--- config.mk ---
export PLATFORM = sky130hd
export DESIGN_NAME = imem_loader
export DESIGN_NICKNAME = d
export VERILOG_FILES = /design/src/rtl/imem_loader.sv
export SDC_FILE = /design/constraint.sdc
export NUM_CORES = 1
export LEC_CHECK = 0
export ABC_AREA = 1
export CAP_MARGIN = 20
export CORE_MARGIN = 2
export CORE_UTILIZATION = 54
export CTS_CLUSTER_DIAMETER = 150
export CTS_CLUSTER_SIZE = 25
export DETAILED_ROUTE_END_ITERATION = 7
export GPL_TIMING_DRIVEN = 0
export PLACE_DENSITY = 0.79
export SYNTH_ARGS = -nofsm -noshare
export SYNTH_HDL_FRONTEND = slang
export SYNTH_SLANG_ARGS = --single-unit
export TNS_END_PERCENT = 20
--- constraint.sdc ---
create_clock -name clk -period 1.8 [get_ports clk]
set_input_delay 0.18 -clock clk [delete_from_list [all_inputs] [get_ports clk]]
set_output_delay 0.18 -clock clk [all_outputs]
set_load 0.01 [all_outputs]
--- src/rtl/imem_loader.sv ---
// Boot loader: assembles a little-endian byte stream into 32-bit words, writes them to instruction memory, then releases the core.
// Define IMEM_LOADER_CHECKSUM_EN to require a trailing XOR checksum byte (adds the CHK state).
module imem_loader #(
  parameter int DATA_WIDTH = 32,
  parameter int ADDR_WIDTH = 8
) (
  input  logic                  clk,
  input  logic                  rst,
  input  logic                  s_valid,
  input  logic [7:0]            s_data,
  output logic                  s_ready,
  input  logic                  reload,
  output logic                  imem_we,
  output logic [ADDR_WIDTH-1:0] imem_addr,
  output logic [DATA_WIDTH-1:0] imem_wdata,
  output logic                  core_rst,
  output logic                  done,
  output logic                  error
);

  typedef enum logic [2:0] {
    LEN0,
    LEN1,
    WORD,
`ifdef IMEM_LOADER_CHECKSUM_EN
    CHK,
`endif
    FLUSH,
    RUN,
    ERR
  } state_t;

  localparam logic [16:0]         CAP     = 17'(1) << ADDR_WIDTH;
  localparam logic [ADDR_WIDTH:0] IDX_ONE = 1;

  state_t                state, state_next;
  logic [15:0]           count;
  logic [1:0]            byte_cnt;
  logic [ADDR_WIDTH:0]   word_idx;
  logic [23:0]           shift;
  logic                  xfer;
  logic [15:0]           len_n;
  logic [16:0]           idx_next;
  logic                  last_word;
`ifdef IMEM_LOADER_CHECKSUM_EN
  logic [7:0]            chk_xor;
`endif

  assign s_ready   = (state == LEN0) || (state == LEN1) || (state == WORD)
`ifdef IMEM_LOADER_CHECKSUM_EN
                     || (state == CHK)
`endif
                     ;
  assign core_rst  = (state != RUN);
  assign done      = (state == RUN);
  assign error     = (state == ERR);
  assign xfer      = s_valid && s_ready;
  assign len_n     = {s_data, count[7:0]};
  assign idx_next  = 17'(word_idx) + 17'd1;
  assign last_word = (idx_next == {1'b0, count});

  always_ff @(posedge clk) begin
    if (rst) state <= LEN0;
    else     state <= state_next;
  end

  always_comb begin
    state_next = state;
    case (state)
      LEN0: if (xfer) state_next = LEN1;
      LEN1: begin
        if (xfer) begin
          if (len_n == 16'd0)             state_next = FLUSH;
          else if ({1'b0, len_n} > CAP)   state_next = ERR;
          else                            state_next = WORD;
        end
      end
      WORD: begin
        if (xfer && (byte_cnt == 2'd3) && last_word) begin
`ifdef IMEM_LOADER_CHECKSUM_EN
          state_next = CHK;
`else
          state_next = FLUSH;
`endif
        end
      end
`ifdef IMEM_LOADER_CHECKSUM_EN
      CHK:  if (xfer) state_next = (s_data == chk_xor) ? FLUSH : ERR;
`endif
      FLUSH: state_next = RUN;
      RUN:   if (reload) state_next = LEN0;
      ERR:   if (reload) state_next = LEN0;
      default: state_next = LEN0;
    endcase
  end

  // Word assembly and the one-cycle write strobe; the write is registered so it lands the cycle after the 4th byte.
  always_ff @(posedge clk) begin
    if (rst) begin
      count      <= '0;
      byte_cnt   <= '0;
      word_idx   <= '0;
      shift      <= '0;
      imem_we    <= 1'b0;
      imem_addr  <= '0;
      imem_wdata <= '0;
`ifdef IMEM_LOADER_CHECKSUM_EN
      chk_xor    <= '0;
`endif
    end else begin
      imem_we <= 1'b0;
      if (xfer) begin
        case (state)
          LEN0: begin
            count[7:0] <= s_data;
`ifdef IMEM_LOADER_CHECKSUM_EN
            chk_xor    <= s_data;
`endif
          end
          LEN1: begin
            count[15:8] <= s_data;
            byte_cnt    <= '0;
            word_idx    <= '0;
`ifdef IMEM_LOADER_CHECKSUM_EN
            chk_xor     <= chk_xor ^ s_data;
`endif
          end
          WORD: begin
            byte_cnt <= byte_cnt + 2'd1;
`ifdef IMEM_LOADER_CHECKSUM_EN
            chk_xor  <= chk_xor ^ s_data;
`endif
            case (byte_cnt)
              2'd0: shift[7:0]   <= s_data;
              2'd1: shift[15:8]  <= s_data;
              2'd2: shift[23:16] <= s_data;
              default: begin
                imem_wdata <= {s_data, shift};
                imem_addr  <= word_idx[ADDR_WIDTH-1:0];
                imem_we    <= 1'b1;
                word_idx   <= word_idx + IDX_ONE;
              end
            endcase
          end
          default: ;
        endcase
      end
    end
  end

endmodule

==> flow_metrics.env, run 1 <==
export IMPL_track_usage_pct=26.95
export IMPL_syn_num_nets=551
export IMPL_die_y_microns=89.11
export IMPL_hold_end="count[11]$_SDFFE_PP0P_"
export IMPL_whs_ps=456.9
export IMPL_synth_seq_cells=95
export IMPL_grt_pass1_wl_microns=16570
export IMPL_r2r_slack_ps=40
export IMPL_die_w_microns=89.11
export IMPL_antenna_found_initial=0
export IMPL_async_flop_share_pct=0
export IMPL_synth_cell_types=26
export IMPL_layout_commonest_cell="dfxtp_1"
export IMPL_numClockSinks=95
export IMPL_numCtsBuffers=9
export IMPL_grt_pass1_vias=3653
export IMPL_dieArea_sq_um=7940
export IMPL_synthFlopType="dfxtp_1"
export IMPL_tightest_slew_ps=754.3
export IMPL_synth_cells=533
export IMPL_clockBufferDepth=2
export IMPL_drc=0
export IMPL_crit_reg2reg_launch="word_idx[4]$_SDFFE_PP0P_"
export IMPL_vias=3926
export IMPL_antennaDiodeCount=0
export IMPL_cts_root_buf="clkbuf_8"
export IMPL_cts_hold_buffers=0
export IMPL_yosysWarnings=0
export IMPL_grt_max_degree=19
export IMPL_min_path_type="register to register"
export IMPL_rr_endpoint="state[0]$_SDFFE_PP0P_"
export IMPL_fin_nets=629
export IMPL_crit_path_start_kind="register"
export IMPL_powerDensity_nw_per_um2=781.9
export IMPL_min_from="count[11]$_SDFFE_PP0P_"
export IMPL_boundaryPins=57
export IMPL_fill_cells=580
export IMPL_hold_viol_final=0
export IMPL_worst_clock_skew_ps=17.56
export IMPL_dp_slack_ps=-399.1
export IMPL_reg2reg_depth=13
export IMPL_status="finished, final reports clean"
export IMPL_cts_tree="yes"
export IMPL_drive_gt1_share_pct=10.88
export IMPL_finalWorstSetupSlack_ps=4.465
export IMPL_finalCritPeriodShare_pct=99.75
export IMPL_ctsHtreeMaxLevel=3
export IMPL_max_cap_violations=0
export IMPL_wl_per_cell_microns=14.84
export IMPL_setup_violations=0
export IMPL_fin_area_sq_um=5074
export IMPL_leakagePower_uw=0.001993
export IMPL_critical_path_class="register to output pin"
export IMPL_seq_area_frac_synth_pct=48.62
export IMPL_critPathMaxFanout=7
export IMPL_start_util_pct=54.80
export IMPL_fin_util_pct=71.09
export IMPL_ir_worst_vdd_mv=0.5997
export IMPL_drv_slew=0
export IMPL_synthToLayoutAreaGrowth_pct=29.72
export IMPL_via_per_inst=5.491
export IMPL_min_delay_path_depth=2
export IMPL_cp_slowest_cell="clkdlybuf4s50_1"
export IMPL_drt_total_wl_microns=10610
export IMPL_min_period_ps=1796
export IMPL_io_buffers=56
export IMPL_max_slew_margin_pct=49.72
export IMPL_arrival_ps=1620
export IMPL_path_buf_inv=1
export IMPL_drtIter0Drc=278
export IMPL_worstPathCellList="a21oi_1 -> clkdlybuf4s50_1"
export IMPL_synth_edf_count=0
export IMPL_cp_required_ps=1620
export IMPL_dp_hpwl_microns=7125
export IMPL_drtPass1Iterations=7
export IMPL_cp_slowest_stage_delay_ps=590
export IMPL_critPathTopFamily="buffers and inverters"
export IMPL_synth_avg_cell_area_sq_um=7.338
export IMPL_placed_area_sq_um=4596
export IMPL_path_clk_slew_ps=90
export IMPL_detail_route_antenna_nets=0
export IMPL_synth_area_sq_um=3911
export IMPL_max_freq_ghz=0.5569
export IMPL_crit_path_end_kind="output pin"
export IMPL_power_total_uw=3967
export IMPL_gpl_final_weighted_congestion=0.9150
export IMPL_core_area_sq_um=7137
export IMPL_gr_total_overflow=0
export IMPL_clk_latency_ps=370
export IMPL_rsz0062_at_grt="yes"
export IMPL_final_cell_mix="dfxtp_1 (88), nor2_1 (87), nand2_1 (77)"
export IMPL_num_rows=31
## synth_stat cells, types with 4 or more instances
cell type / count / area, sq um
nand2_1: 79 / 296.5
dfxtp_1: 95 / 1902
a21oi_1: 61 / 305.3
nand4_1: 6 / 37.54
nor3_1: 4 / 20.02
buf_2: 5 / 25.02
o21ai_0: 57 / 285.3
nand3_1: 47 / 235.2
clkbuf_1: 17 / 63.81
ha_1: 6 / 75.07
nor2_1: 94 / 352.8
inv_1: 37 / 138.9
## worst max path at each step
stage	to	start	cells past startpoint
detailed placement	imem_wdata[30]$_SDFFE_PP0P_	s_valid	11
global placement	imem_wdata[26]$_SDFFE_PP0P_	s_valid	11
finish	s_ready	state[1]$_SDFFE_PP0P_	2
CTS	imem_wdata[10]$_SDFFE_PP0P_	state[0]$_SDFFE_PP0P_	11
global route	s_ready	state[1]$_SDFFE_PP0P_	2
floorplan	state[0]$_SDFFE_PP0P_	word_idx[0]$_SDFFE_PP0P_	12
## worst min-delay path, stage by stage, from the launching register on
cell and delay [ps]:
dfxtp_1 310, inv_1 60, a21oi_1 50
## kinds of logic after synthesis
kind of cell    count (synthesis)  share of synthesized area [%]
buf+inv                        65                          6.686
compound gates                128                          16.83
flops                          95                          48.62
fa+ha+maj                       6                          1.919
xor+xnor                        2                         0.4479
simple gates                  237                          25.50
## report_power, final
group          internal, uW  switching, uW
sequential             2140           31.0
combinational           115            209
clock                   672            801
total                  2930           1040
## what timing repair did
action,4_1_cts,5_1_grt
pin swaps,3,7
gates cloned,0,1
buffers inserted,5,5
endpoints found under the setup margin,55,56
resized for setup,18,36
## layout make-up
class | instances | area, sq um | share of cell area [%]
well taps | 99 | 123.9 | 2.441
plain buffers | 26 | 151.4 | 2.984
clock inverters | 7 | 91.34 | 1.800
flip-flops and latches | 95 | 1921 | 37.85
multi-input cells | 373 | 1842 | 36.30
inverters | 39 | 148.9 | 2.935
repair buffers | 67 | 671.9 | 13.24
clock buffers | 9 | 123.9 | 2.441
## state kept, by name (all words and copies together), names as in the netlist
signal	count
imem_wdata	32
shift	24
count	16
word_idx	9
imem_addr	8
state	3
byte_cnt	2
imem_we	1
## per-layer routing
| metal | wire length, microns | share of wire (%) | GRT usage (%) | up-vias |
|---|---|---|---|---|
| met5 | 0 | 0 | 0 | - |
| met4 | 347 | 3.3 | 10.99 | 0 |
| met3 | 867 | 8.2 | 7.295 | 49 |
| met2 | 5106 | 48 | 45.25 | 191 |
| met1 | 4292 | 40 | 32.74 | 1772 |
| li1 | - | - | - | 1914 |
## through the flow
step | cells | TNS [ps]
after floorplan | 533 | 0
after global placement | 688 | -15770
after detailed placement | 688 | -17330
after CTS | 709 | -0.8669
after global routing | 715 | -687.1
final | 715 | 0
No activity file was read; power rests on OpenSTA's default activity.
==> inputs of run 2 (changes only) <==
--- a/config.mk
+++ b/config.mk
@@ -14,6 +14,7 @@
 export DETAILED_ROUTE_END_ITERATION = 7
 export GPL_TIMING_DRIVEN = 0
 export PLACE_DENSITY = 0.79
+export SLEW_MARGIN = 20
 export SYNTH_ARGS = -nofsm -noshare
 export SYNTH_HDL_FRONTEND = slang
 export SYNTH_SLANG_ARGS = --single-unit
==> results of run 2 <==
Final layout, timing and power as in run 1 (identical DEF).
==> inputs of run 3 (changes only) <==
--- a/config.mk
+++ b/config.mk
@@ -6,7 +6,7 @@
 export NUM_CORES = 1
 export LEC_CHECK = 0
 export ABC_AREA = 1
-export CAP_MARGIN = 20
+export CAP_MARGIN = 10
 export CORE_MARGIN = 2
 export CORE_UTILIZATION = 54
 export CTS_CLUSTER_DIAMETER = 150
==> results of run 3 <==
Final layout, timing and power as in run 1 (identical DEF).
